==> config.mk <==
export PLATFORM = sky130hd
export DESIGN_NAME = fp_result_tx
export DESIGN_NICKNAME = d
export VERILOG_FILES = /design/src/rtl/fp_tx_pkg.sv /design/src/rtl/sync_2ff.sv /design/src/rtl/fp_result_tx.sv
export SDC_FILE = /design/constraint.sdc
export NUM_CORES = 1
export LEC_CHECK = 0
export CORE_AREA = 2 2 82 64
export CTS_CLUSTER_DIAMETER = 120
export DETAILED_ROUTE_END_ITERATION = 10
export DIE_AREA = 0 0 84 66
export PLACE_DENSITY = 0.77
export SLEW_MARGIN = 20
export SYNTH_ARGS = -nofsm -noshare
export SYNTH_HDL_FRONTEND = slang
export SYNTH_HIERARCHICAL = 1
export SYNTH_SLANG_ARGS = --single-unit
export TNS_END_PERCENT = 10
==> constraint.sdc <==
create_clock -name clk -period 1.8 [get_ports clk]
set_input_delay 0.27 -clock clk [delete_from_list [all_inputs] [get_ports clk]]
set_output_delay 0.27 -clock clk [all_outputs]
set_load 0.02 [all_outputs]
==> src/rtl/fp_tx_pkg.sv <==
// Shared types and constants for the byte-serial FP result transmitter.
// Frame layout: header {tag, NV, OF, UF, NX}, then the result MSB first.
package fp_tx_pkg;

  localparam int DEF_DATA_W = 32;
  localparam int DEF_BYTE_W = 8;
  localparam int N_BYTES    = 1 + DEF_DATA_W / DEF_BYTE_W;
  localparam int FLAG_W     = 4;

  localparam logic [3:0] HDR_TAG = 4'hA;

  // Bit positions of the exception flags within res_flags.
  localparam int FLAG_NV = 3;
  localparam int FLAG_OF = 2;
  localparam int FLAG_UF = 1;
  localparam int FLAG_NX = 0;

  typedef enum logic [1:0] {
    IDLE,
    SETUP,
    SEND,
    WAIT_LOW
  } tx_state_e;

  function automatic logic [7:0] frame_header(input logic [FLAG_W-1:0] flags);
    return {HDR_TAG, flags[FLAG_NV], flags[FLAG_OF], flags[FLAG_UF], flags[FLAG_NX]};
  endfunction

endpackage

==> src/rtl/sync_2ff.sv <==
// Generic two-flop synchronizer for signals arriving from another clock domain.
// The enable freezes both stages so a globally disabled block sees no new input.
module sync_2ff #(
  parameter int WIDTH = 1
) (
  input  logic             clk,
  input  logic             rst_n,
  input  logic             en,
  input  logic [WIDTH-1:0] d,
  output logic [WIDTH-1:0] q
);

  logic [WIDTH-1:0] meta;

  // NOTE: non-blocking assignments make meta and q sample together, giving two
  // real flop stages; blocking ones would collapse the chain into a single flop.
  always_ff @(posedge clk or negedge rst_n) begin
    if (!rst_n) begin
      meta <= '0;
      q    <= '0;
    end else if (en) begin
      meta <= d;
      q    <= meta;
    end
  end

endmodule

==> src/rtl/fp_result_tx.sv <==
// Sends one FP ALU result plus flags as a 5-byte frame over an 8-bit pin bus,
// using a four-phase strobe/ack handshake with an asynchronous host.
module fp_result_tx
  import fp_tx_pkg::*;
#(
  parameter int DATA_W = DEF_DATA_W,
  parameter int BYTE_W = DEF_BYTE_W
) (
  input  logic              clk,
  input  logic              rst_n,
  input  logic              ena,
  input  logic              res_valid,
  output logic              res_ready,
  input  logic [DATA_W-1:0] res_data,
  input  logic [FLAG_W-1:0] res_flags,
  output logic [BYTE_W-1:0] uo_out,
  output logic              tx_strobe,
  input  logic              tx_ack,
  output logic              tx_last
);

  localparam int NB    = 1 + DATA_W / BYTE_W;
  localparam int CNT_W = $clog2(NB);
  localparam logic [CNT_W-1:0] LAST_CNT = CNT_W'(NB - 1);

  tx_state_e         state;
  logic [CNT_W-1:0]  cnt;
  logic [DATA_W-1:0] shreg;
  logic              ack_s;
  logic              capture;

  sync_2ff #(.WIDTH(1)) u_ack_sync (
    .clk   (clk),
    .rst_n (rst_n),
    .en    (ena),
    .d     (tx_ack),
    .q     (ack_s)
  );

  assign res_ready = ena && (state == IDLE);
  assign capture   = res_valid && res_ready;

  // uo_out is loaded on entry to SETUP so it is stable a full cycle before the
  // strobe rises, and it holds through WAIT_LOW until the next byte replaces it.
  // NOTE: the shift register is ordinary state, not a memory array, so it is
  // reset with everything else; an aborted frame leaves nothing to resend.
  always_ff @(posedge clk or negedge rst_n) begin
    if (!rst_n) begin
      state     <= IDLE;
      cnt       <= '0;
      shreg     <= '0;
      uo_out    <= '0;
      tx_strobe <= 1'b0;
      tx_last   <= 1'b0;
    end else if (ena) begin
      unique case (state)
        IDLE: begin
          if (capture) begin
            shreg  <= res_data;
            cnt    <= '0;
            uo_out <= BYTE_W'(frame_header(res_flags));
            state  <= SETUP;
          end
        end
        SETUP: begin
          // A host still holding ack from the previous byte stalls us here.
          if (!ack_s) begin
            tx_strobe <= 1'b1;
            tx_last   <= (cnt == LAST_CNT);
            state     <= SEND;
          end
        end
        SEND: begin
          if (ack_s) begin
            tx_strobe <= 1'b0;
            tx_last   <= 1'b0;
            state     <= WAIT_LOW;
          end
        end
        WAIT_LOW: begin
          if (!ack_s) begin
            if (cnt == LAST_CNT) begin
              uo_out <= '0;
              state  <= IDLE;
            end else begin
              cnt    <= cnt + 1'b1;
              uo_out <= shreg[DATA_W-1 -: BYTE_W];
              shreg  <= shreg << BYTE_W;
              state  <= SETUP;
            end
          end
        end
        default: state <= IDLE;
      endcase
    end
  end

endmodule
==> results of run 1 <==
## placed cells by master, fill, tap and decap left out, types with 2 or more instances in the layout
master and n:
nand3b_1 2, buf_4 16, and3b_1 2, ha_2 2
buf_12 3, o21ai_0 8, a21o_1 2, a21oi_1 31
clkdlybuf4s50_1 49, dfrtp_1 49, o22ai_1 23, clkbuf_8 6
nor2_1 5, inv_1 30, o2111ai_1 2, mux2_2 3
nor2b_1 5, ha_1 5, nand2_1 14, a22o_1 9
## state kept, by name (all words and copies together), names as in the netlist
signal,flops
u_ack_sync/meta,1
u_ack_sync/q,1
uo_out,8
tx_last,1
tx_strobe,1
state,2
cnt,3
shreg,32
## final timing paths
path / end / slack [ns] / cells past startpoint
setup / recovery: shreg[13] / 0.10 / 7
hold / removal: shreg[0] / 0.48 / 2
setup reg to reg: shreg[13] / 0.10 / 7
hold reg to reg: uo_out[3] / 0.48 / 2
max in group asynchronous: shreg[13] / 0.78 / 3
min in group clk: uo_out[3] / 0.48 / 2
## routing by layer
metal  share of wire, %  track usage (%)
met5                  0                0
met4                1.7            8.871
met3                4.9            4.494
met2                 46            30.60
met1                 47            25.81
## kinds of logic (layout without fill, tap and decap cells)
family / Yosys count / in the layout / share of synthesized area [%]
simple gates: 31 / 31 / 7.779
fa+ha+maj: 7 / 7 / 3.917
mux: 4 / 4 / 1.959
flops: 49 / 49 / 54.84
buf+inv: 42 / 109 / 7.834
compound gates: 83 / 83 / 23.67
## stage by stage
step | cells | total power, mW | TNS [ns] | setup WS (ns) | area [um2]
after floorplan | 216 | 3.067 | 0 | 0.1248 | 2236
after global placement | 334 | 3.797 | -0.01934 | -0.01934 | 2934
after detailed placement | 334 | 3.869 | -0.1083 | -0.01976 | 2934
after CTS | 343 | 4.688 | 0 | 0.02214 | 3064
after global routing | 343 | 5.043 | -0.06140 | -0.04361 | 3064
final | 343 | 4.655 | 0 | 0.1002 | 3064
## area by class of cell
class	count	area, um2	area share [%]
repair buffers	71	690.7	22.54
flip-flops and latches	49	1226	40.02
clock inverters	2	37.54	1.225
inverters	30	112.6	3.675
multi-input cells	125	839.6	27.40
clock buffers	6	82.58	2.695
well taps	60	75.07	2.450
## critical path: cells and delay by family, from the launching register on
family                   cells  cell delay [ns]
AO/OA/AOI/OAI                3             0.44
AND/OR/NAND/NOR              1             0.13
buffers and inverters        2             0.32
flip-flops                   1             0.41
adder cells (fa/ha/maj)      1             0.26
## report_power, final
group	switching [mW]	leakage (nW)	internal [mW]
sequential	0.300	0.566	1.58
clock	0.355	0.0574	0.452
combinational	0.972	0.847	0.995
## cells in the mapped netlist
library cell	instances	area (um2)
a21boi_4	1	18.77
o21ai_0	8	40.04
nand2b_2	1	8.760
and2_1	1	6.260
ha_1	7	87.58
inv_1	30	112.6
o41a_1	1	11.26
buf_2	8	40.04
o2111ai_1	2	17.52
buf_6	1	11.26
a311oi_1	1	8.760
o21a_1	1	7.510
mux2_2	3	33.78
clkbuf_1	3	11.26
nor2b_1	5	31.28
nand4b_4	1	23.77
a31o_1	1	8.760
nand2_1	14	52.55
a31oi_1	1	6.260
a21oi_1	31	155.2
nor2_1	5	18.77
dfrtp_1	49	1226
o22a_1	1	8.760
and3b_1	2	17.52
a22o_1	9	78.83
a21o_1	2	15.01
o2bb2ai_1	1	8.760
mux2i_1	1	10.01
nand3b_1	2	15.01
o22ai_1	23	143.9
## timing repair
| item | CTS | global route |
|---|---|---|
| pin swaps | 0 | 0 |
| hold endpoints to repair | 21 | 0 |
| resized for setup | 2 | 4 |
| setup endpoints to repair | 1 | 33 |
| hold buffers | 1 | 0 |
==> metrics list, run 1 <==
- Worst path slowest cell: dfrtp_1
* Antenna Nets Post-Route: 0
* Max-capacitance violation count: 0
* Cell count after synthesis: 216
* Site Rows: 22
- For this run, design rule violations remaining after detail routing come to 0.
* Worst path cell trace: ha_2, buf_4, a21boi_4, nand4b_4, buf_12, o22ai_1, a21oi_1
- Top-level I/O count: 52
- Crit start category: flop
* Relative slew margins: 64.60%
* Delay of the slowest cell on the worst path: 0.41 ns
- Avg Inst Size Synth: 10.35 um2
* Worst slack on hold paths: 0.4826 ns
- At the worst endpoint, the arrival time is 1.88 ns.
- Leakage power summed over all cells: 1.470 nW
- Once the floorplan was initialized, standard cells occupied 46.95% of the core.
- Final worst path period need: 1.700 ns
* Detail-routed net length per standard cell: 13.92 um
- DR vias: 1,800
- The Yosys step of the flow raised 6 warnings.
- In the final design database the tool counted 330 nets.
* Violation count after the first detailed-route iteration: 115
- Area inside the core boundary: 4762 um2
* Type of the setup path with the least slack: flop to flop
* Synth Register Bits: 49
- The post-route netlist has 13.43% of its cells at a drive strength greater than 1.
- At the pin with the least slew margin, the transition time is 0.5311 ns.
- First-pass GRT wire length: 8.321 mm
- The worst hold path belongs to the class input port to asynchronous set/reset pin.
- Wirelength, routed: 4.775 mm
- Number of buffers between clock root and the deepest sink: 2
- For the worst setup path, the data required time is 1.98 ns.
- Number of H-tree levels: 2
- Insertion delay to the later sink of the worst-skew pair: 0.30 ns
* Largest fanout of any net on the critical path: 24
* Count of antenna diodes in the layout: 0
- Setup repair after global routing could not meet its margin everywhere.
- Dividing total power by cell area gives a power density of 1519 nW/um2.
- The number of endpoints with negative hold slack in the final report came to 0.
- The cell sitting at the root of the clock tree is a clkbuf_8.
- After global routing the overflow that remains totals 0.
- After detailed routing, the number of vias per cell comes to 5.248.
- Detailed placer's ending HPWL: 3.528 mm
- Routability congestion estimate: 0.7615
- Number of distinct library cell variants in the gate-level netlist after synthesis: 30
* Synthesized area: 2236 um2
- Syn-to-layout area delta: 37.05%
- Dividing the final minimum period by the clock period gives 94.43%.
- For this design, the sink count on the clock tree is 49.
* Number of antenna violations at the first check in global routing: 0
- GRT Total Usage: 19.40%
- Layout fillers: 411
- The worst register-to-register path begins at state[1].
- The flow ran to the end, and the final reports show no timing, DRC or antenna violations.
- Based on the critical path, the design can be clocked at up to 0.5883 GHz.
* Worst setup EP type: flop
- In this run the horizontal extent of the chip is 84 um.
- Entering global routing, the biggest net connects 25 pins.
* Clock slew at the register clock pins of the worst setup and hold paths: 0.09 ns
- Launch point of the worst path: state[1]
- The final max-slew violation count was 0.
* Max VDD drop: 875.6 uV
* Count of final setup violators: 0
- The number of global-route vias before repair is 1,780.
- When the netlist entered floorplanning its net count stood at 264.
- The number of setup buffers added after CTS is 0.
- During placement, the flow inserted port buffers numbering 51.
* Worst clock skew: 0.009940 ns
- Buffers inserted during clock tree synthesis total 5.
* Part of the Yosys area used for sequential elements: 54.84%
* Clock tree from TritonCTS: done
* Finished Core Util: 64.35%
* Die outline area: 5544 um2
- Number of search-and-repair iterations in the first detailed-routing pass: 4
- The die is 66 um tall.
Note: power is estimated with default switching activity, not from simulation.
==> inputs of run 2 (changes only) <==
Settings changed: ABC_AREA set to 1, CORE_AREA 2 2 82 64 to 2 2 89 69, DIE_AREA 0 0 84 66 to 0 0 91 71, PLACE_DENSITY 0.77 to 0.76.
==> metrics list, run 2 <==
- From synthesis to final layout, the design area changed by 27.77%.
- Height of the die: 71 um (+7.6%)
- Cell count after synthesis: 371 (+72%)
* Grt met3 use: 3.621% (-0.87 points)
- The initial antenna violation count came to 0 (unchanged).
- The tightest hold margin came to 0.04934 ns (-0.4332 ns).
* Max Slew Vio Count: 0 (unchanged)
* Largest area contributor in the netlist: dfrtp_1
- The max-capacitance violation count was 0 (unchanged).
- GRT Total Usage: 19.16% (-0.24 points)
- Total nets after synthesis: 419 (+59%)
- Detail-routed net length per standard cell: 11.59 um (-17%)
- DP Area: 3236 um2 (+10%)
- Synth Register Bits: 49 (unchanged)
- Setup repair after global routing left no endpoint under its margin.
- Antenna Nets Post-Route: 0 (unchanged)
* Top_reg_cell synth: dfrtp_1
* Number of clock buffers inserted by TritonCTS: 5 (unchanged)
* Global routing usage on met2: 33.17% (+2.6 points)
* Most frequent cell after synthesis: nand2_1
- The global routing stage identified its most utilized layer as met2.
* Final worst path period need: 1.673 ns (-0.02633 ns)
* Count of antenna diodes in the layout: 0 (unchanged)
- The layout cell share with drive strength beyond 1 was 8.353% (-5.1 points).
* Arrival time at the worst endpoint: 1.87 ns (about the same)
- The post-route total power was 4.931 mW (+5.9%).
- Top-level I/O count: 52 (unchanged)
* GR Overflow Total: 0 (unchanged)
* Site Rows: 24 (+9.1%)
- Number of search-and-repair iterations in the first detailed-routing pass: 4 (unchanged)
* Count of final setup violators: 0 (unchanged)
* Fraction of post-synthesis cell area in the top cell type by area: 46.05% (-8.8 points)
- Relative slew margins: 59.00% (-5.6 points)
- The initial standard-cell utilization of the core came to 47.16% (+0.21 points).
* Clock tree from TritonCTS: done
- The post-layout instance area came to 3402 um2 (+11%).
* Port-buffer cells: 51 (unchanged)
* Sequential cell area in the final layout: 1226 um2 (unchanged)
- Leaving out fill and tap cells, the most frequent cell in the layout is nand2_1.
- The floorplan core area is 5645 um2 (+19%).
- The path class of the tightest hold or removal check is input port to asynchronous set/reset pin.
* Share of synthesized registers carrying an async set or reset: 100.0% (unchanged)
- The number of remaining DRC errors was 0 (unchanged).
- Ranked by flip-flop count, first place goes to shreg.
* Part of the Yosys area used for sequential elements: 46.05% (-8.8 points)
- The power per unit of standard cell area was 1449 nW/um2 (-4.6%).
- The highest clock rate is 0.5976 GHz (+1.6%).
- The die outline width is 91 um (+8.3%).
- The largest registers in the layout are shreg (32), uo_out (8), cnt (3).
- The hold buffer count at CTS is 0 (-1).
- The maximum fanout along the worst path is 35 (+46%).
- Worst clock skew: 0.007288 ns (-0.002652 ns)
- The count of H-tree levels built during CTS is 2 (unchanged).
- The worst setup path is of the flop to flop kind.
- Layout fillers: 545 (+33%)
- First-pass GRT wire length: 10.16 mm (+22%)
* DR vias: 2,389 (+33%)
- The area occupied by multi-input gates is 1222 um2 (+46%).
- The worst setup path is captured at a flop.
* Avg Inst Size Synth: 7.177 um2 (-31%)
- Cells taking the most area after synthesis: dfrtp_1 (46%), nand2_1 (29%), nand3_1 (8.3%), ha_1 (3.3%), buf_6 (3.0%)
- Number of distinct library cell variants in the gate-level netlist after synthesis: 20 (-33%)
- Ratio of final minimum period to clock period: 92.97% (-1.5 points)
- Clock slew at the register clock pins of the worst setup and hold paths: 0.09 ns (about the same)
* Final TNS setup: 0 ns (unchanged)
- The area enclosed by the die boundary is 6461 um2 (+17%).
- Max VDD drop: 734.5 uV (-16%)
- Final Net Count: 478 (+45%)
- Synthesized area: 2663 um2 (+19%)
* Critical path data required time: 2.00 ns (+0.02 ns)
- The standby leakage power is 1.854 nW (+26%).
- The weighted congestion at the end of routability-driven global placement came to 0.7671 (+0.74%).
* Number of buffers between clock root and the deepest sink: 2 (unchanged)
* Clock Root Buffer: clkbuf_8
- The number of enable flip-flop cells after synthesis came to 0 (unchanged).
- The setup slack at placement was 0.03770 ns (+0.05746 ns).
- Highest-count cells in the layout ignoring fill and taps: nand2_1 (205), dfrtp_1 (49), clkdlybuf4s50_1 (49)
- The largest net degree at the start of global routing is 50 (+100%).
* Vias in the first global route: 2,310 (+30%)
* Insertion delay to the later sink of the worst-skew pair: 0.30 ns (about the same)
* Slew of the pin with the lowest slew margin: 0.6150 ns (+0.08392 ns)
* DR vias/cell: 4.694 (-11%)
- Result of the run: finished clean
* Final hold violation count: 0 (unchanged)
- The routed wire length is 5.901 mm (+24%).
- Met1 demand-to-capacity share in global routing: 25.03% (-0.78 points)
* TritonCTS sink count: 49 (unchanged)
- Synth cell count leaders: nand2_1 (205), dfrtp_1 (49), nand3_1 (44)
- The number of design-rule violations left by the first detailed-router iteration came to 166 (+44%).
* Worst setup margin: 0.1266 ns (+0.02633 ns)
- Flip-flop count of the largest register after layout: 32 (unchanged)
- The detailed-placement wirelength estimate was 4.039 mm (+14%).
* Yosys synthesis warning count: 6 (unchanged)
- Crit start category: flop
[run 2: changes by cell type after synthesis, moves of 5 or more]
cell / previous run / this run
a21oi_1: 31 / 2
a22o_1: 9 / 0
buf_6: 1 / 7
inv_1: 30 / 20
nand2_1: 14 / 205
nand3_1: 0 / 44
nor2_1: 5 / 15
nor2b_1: 5 / 0
o21ai_0: 8 / 1
o22ai_1: 23 / 0
[run 2: layout make-up]
cell class | count | area share (%)
inverters | 23 | 2.538
well taps | 78 | 2.869
multi-input cells | 281 | 35.93
flip-flops and latches | 49 | 36.04
clock inverters | 1 | 0.2207
repair buffers | 70 | 20.15
clock buffers | 7 | 2.243
[run 2: critical path: stages, from the launching register on]
cell	delay [ns]
dfrtp_1	0.41
buf_4	0.15
ha_1	0.27
nand2_1	0.13
inv_2	0.05
nor2_4	0.11
buf_12	0.14
nand2_8	0.14
nand2_1	0.12
nand2_1	0.05
[run 2: cell families after synthesis]
kind of cell | synth area share (%)
adders and majority gates | 3.289
DFF | 46.05
AOI/OAI and AO/OA | 0.8928
and+or+nand+nor | 41.26
buffers and inverters | 8.506
[run 2: worst paths after layout]
kind | from | end | slack (ns) | cells past startpoint
setup reg to reg | state[0] | shreg[15] | 0.13 | 9
min in group clk | shreg[0] | shreg[0] | 0.48 | 2
hold / removal | rst_n | uo_out[2] | 0.05 | 2
max in group asynchronous | rst_n | shreg[12] | 1.33 | 2
hold reg to reg | shreg[0] | shreg[0] | 0.48 | 2
setup / recovery | state[0] | shreg[15] | 0.13 | 9
[run 2: what timing repair did]
| action | CTS | global route |
|---|---|---|
| pin swaps | 0 | 2 |
| gates resized for setup | 1 | 4 |
| buffers inserted | 0 | 5 |
| setup endpoints to repair | 1 | 36 |
| cloned | 0 | 1 |
[run 2: stage by stage]
stage | utilization, % | std cells
after floorplan | - | 371
after global placement | 57.31 | 495
after detailed placement | 57.31 | 495
after CTS | 58.78 | 503
after global routing | 60.26 | 509
final | 60.26 | 509
[run 2: routing by layer]
metal	share of wire [%]	vias up
met5	0	-
met3	4.5	7
li1	-	1247
met2	48	55
met1	47	1080
met4	1.0	0
[run 2: power breakdown]
| group | total (mW) | switching (mW) | leakage [nW] | internal, mW |
|---|---|---|---|---|
| Sequential | 1.82 | 0.259 | 0.622 | 1.56 |
| Clock | 0.637 | 0.362 | 0.0385 | 0.276 |
| Combinational | 2.47 | 1.44 | 1.19 | 1.03 |
==> inputs of run 3 (changes only) <==
Settings changed: ABC_AREA 1 to unset, CORE_AREA 2 2 89 69 to 2 2 82 64, DIE_AREA 0 0 91 71 to 0 0 84 66, GPL_TIMING_DRIVEN set to 0, PLACE_DENSITY 0.76 to 0.77.
==> metrics list, run 3 (synthesis gave the netlist of run 1 again) <==
* Unrepaired setup endpoints after global routing: true
- The clock buffer count from CTS came to 5 (unchanged).
- The internal power of the cells was 3.003 mW (+4.7%).
- Share of total power in sequential cells: 40.1% (+3.2 points)
- The clock insertion delay at the later pin of the skew report came to 0.30 ns (about the same).
- Horizontal extent of the die: 84 um (-7.7%)
- The die height was 66 um (-7.0%).
* Count of antenna diodes in the layout: 0 (unchanged)
- Gate family responsible for the most delay along the worst path: compound AO/OA/AOI/OAI gates
- Clock slew at the register clock pins of the worst setup and hold paths: 0.09 ns (about the same)
- The post-route total power came to 4.677 mW (-5.1%).
- The flip-flop count of the largest register, all copies and words added was 32 (unchanged).
- Slew of the pin with the lowest slew margin: 0.6201 ns (+0.005140 ns)
- Delay of the slowest cell on the worst path: 0.44 ns (+0.03 ns)
- Number of antenna violations at the first check in global routing: 0 (unchanged)
* Finished Core Util: 63.98% (+3.7 points)
* DR vias: 1,768 (-26%)
* Number of design rule violations left after detail routing: 0 (unchanged)
- Max-capacitance violation count: 0 (unchanged)
- GR Overflow Total: 0 (unchanged)
- The I/O pin total was 52 (unchanged).
- The minimum period implied by the final worst setup slack came to 1.758 ns (+0.08418 ns).
- Port-buffer cells: 51 (unchanged)
- Routability congestion estimate: 0.7677 (about the same)
* Clk pwr share: 17.3% (+4.4 points)
- The number of buffer and inverter stages on the critical path is 1 (-2).
- The number of failing setup endpoints in the final timing report is 0 (unchanged).
* Max Slew Vio Count: 0 (unchanged)
* Worst setup EP type: flop
* Registers with the highest flip-flop counts: shreg (32), uo_out (8), cnt (3)
- The clock sink count was 49 (unchanged).
* Launch instance of the worst register-to-register path: state[1]
- The endpoint arrival time on the critical path is 1.95 ns (+0.08 ns).
- Crit start category: flop
* Ratio of final minimum period to clock period: 97.64% (+4.7 points)
- The layout cell share with drive strength beyond 1 is 14.23% (+5.9 points).
- The share of total power consumed by net switching came to 35.79% (-6.1 points).
- Register containing the most flip-flops in the final layout: shreg
* Clock tree from TritonCTS: done
* Worst hold path class: flop to flop
- Worst path slowest cell: dfrtp_1
- Worst slack on hold paths: 0.4826 ns (+0.4332 ns)
- The worst hold path begins at uo_out[3].
* Antenna Nets Post-Route: 0 (unchanged)
- The detailed-placement wirelength estimate was 3.471 mm (-14%).
- The number of endpoints with negative hold slack in the final report was 0 (unchanged).
- Area inside the core boundary: 4762 um2 (-16%)
- Starting density of the core: 46.95% (-0.21 points)
- The setup clock skew after layout is 0.007670 ns (+0.0003828 ns).
- The count of H-tree levels built during CTS was 2 (unchanged).
- Number of buffers between clock root and the deepest sink: 2 (unchanged)
- The largest net degree at the start of global routing is 27 (-46%).
- The average via count per standard cell was 5.185 (+10%).
- The maximum fanout along the worst path came to 10 (-71%).
* Detail-routed net length per standard cell: 14.26 um (+23%)
- The standby leakage power was 1.448 nW (-22%).
- Violation count after the first detailed-route iteration: 161 (-3.0%)
- Critical path data required time: 1.99 ns (about the same)
- The max-slew headroom at the worst pin was 58.66% (-0.34 points).
- The power per unit of standard cell area was 1535 nW/um2 (+5.9%).
- The number of global-route vias before repair came to 1,677 (-27%).
* Die outline area: 5544 um2 (-14%)
- The area growth from synthesis to layout is 36.26%.
- First-pass GRT wire length: 7.824 mm (-23%)
- The net switching power is 1.674 mW (-19%).
- Site Rows: 22 (-8.3%)
- The share of total power in combinational logic was 42.6% (-7.6 points).
- Type of the setup path with the least slack: flop to flop
- Final Net Count: 328 (-31%)
- Launch point of the worst path: state[1]
* Result of the run: finished clean
* Max VDD drop: 868.5 uV (+18%)
* Fmax: 0.5690 GHz (-4.8%)
* Clock Root Buffer: clkbuf_8
- The total global-route track usage came to 18.31% (-0.85 points).
- Traced cell by cell, the critical path runs through ha_2, a21boi_4, nand4b_4, buf_2, o22ai_1, a21oi_2.
* Wirelength, routed: 4.863 mm (-18%)
- The top cell types in the final layout, fill and taps aside, are dfrtp_1 (49), clkdlybuf4s50_1 (49), inv_1 (28).
- Number of search-and-repair iterations in the first detailed-routing pass: 5 (+1)
[run 3: routing by layer]
metal	routed length (um)	global-route usage [%]	part of all wire [%]	vias to the layer above
met3	212	5.368	4.4	4
met4	37	5.444	0.76	0
met1	2394	25.08	49	827
li1	-	-	-	888
met2	2217	28.50	46	49
met5	0	0	0	-
[run 3: tightest hold or removal path: cells and delay by family (launching register included)]
family          cells  cell delay, ns
flops               1            0.35
compound gates      1            0.06
simple gates        1            0.04
[run 3: layout make-up]
class                      instances  area, um2
clock buffer                       7      86.33
buffer                            12      72.57
sequential                        49       1226
clock inverter                     1      30.03
multi-input combinational        125      875.8
inverter                          30      112.6
tap                               60      75.07
fill                             406       1715
timing repair buffer              57      568.0
[run 3: stage by stage]
step                cells  TNS (ns)  cell area [um2]  setup slack [ns]
finish                341         0             3047           0.04240
global route          341   -0.3073             3047          -0.03699
CTS                   340         0             3000          0.004784
detailed placement    328    -6.552             2844           -0.2690
global placement      327    -50.87             2821           -0.9088
floorplan             216         0             2236            0.1248
[run 3: path summary, 6_finish.rpt]
check,endpoint,slack (ns),depth (start not counted)
setup / recovery,shreg[25],0.04,6
hold / removal,uo_out[3],0.48,2
setup reg to reg,shreg[25],0.04,6
hold reg to reg,uo_out[3],0.48,2
max in group asynchronous,shreg[29],0.76,3
min in group asynchronous,shreg[3],0.51,2
[run 3: timing repair]
item | 4_1_cts | 5_1_grt
hold buffers | 1 | 0
setup buffers | 3 | 1
endpoints found under the hold margin | 25 | 0
gates resized for setup | 6 | 18
setup endpoints to repair | 26 | 38
pin swaps | 0 | 0
[run 3: power groups by stage]
stage	clock [mW]	sequential [mW]	combinational [mW]
after global placement	0	1.87	1.76
after detailed placement	0	1.89	1.81
final	0.810	1.88	1.99
after floorplan	0	1.94	1.13
after CTS	0.820	1.87	1.88
after global routing	0.876	1.94	2.21
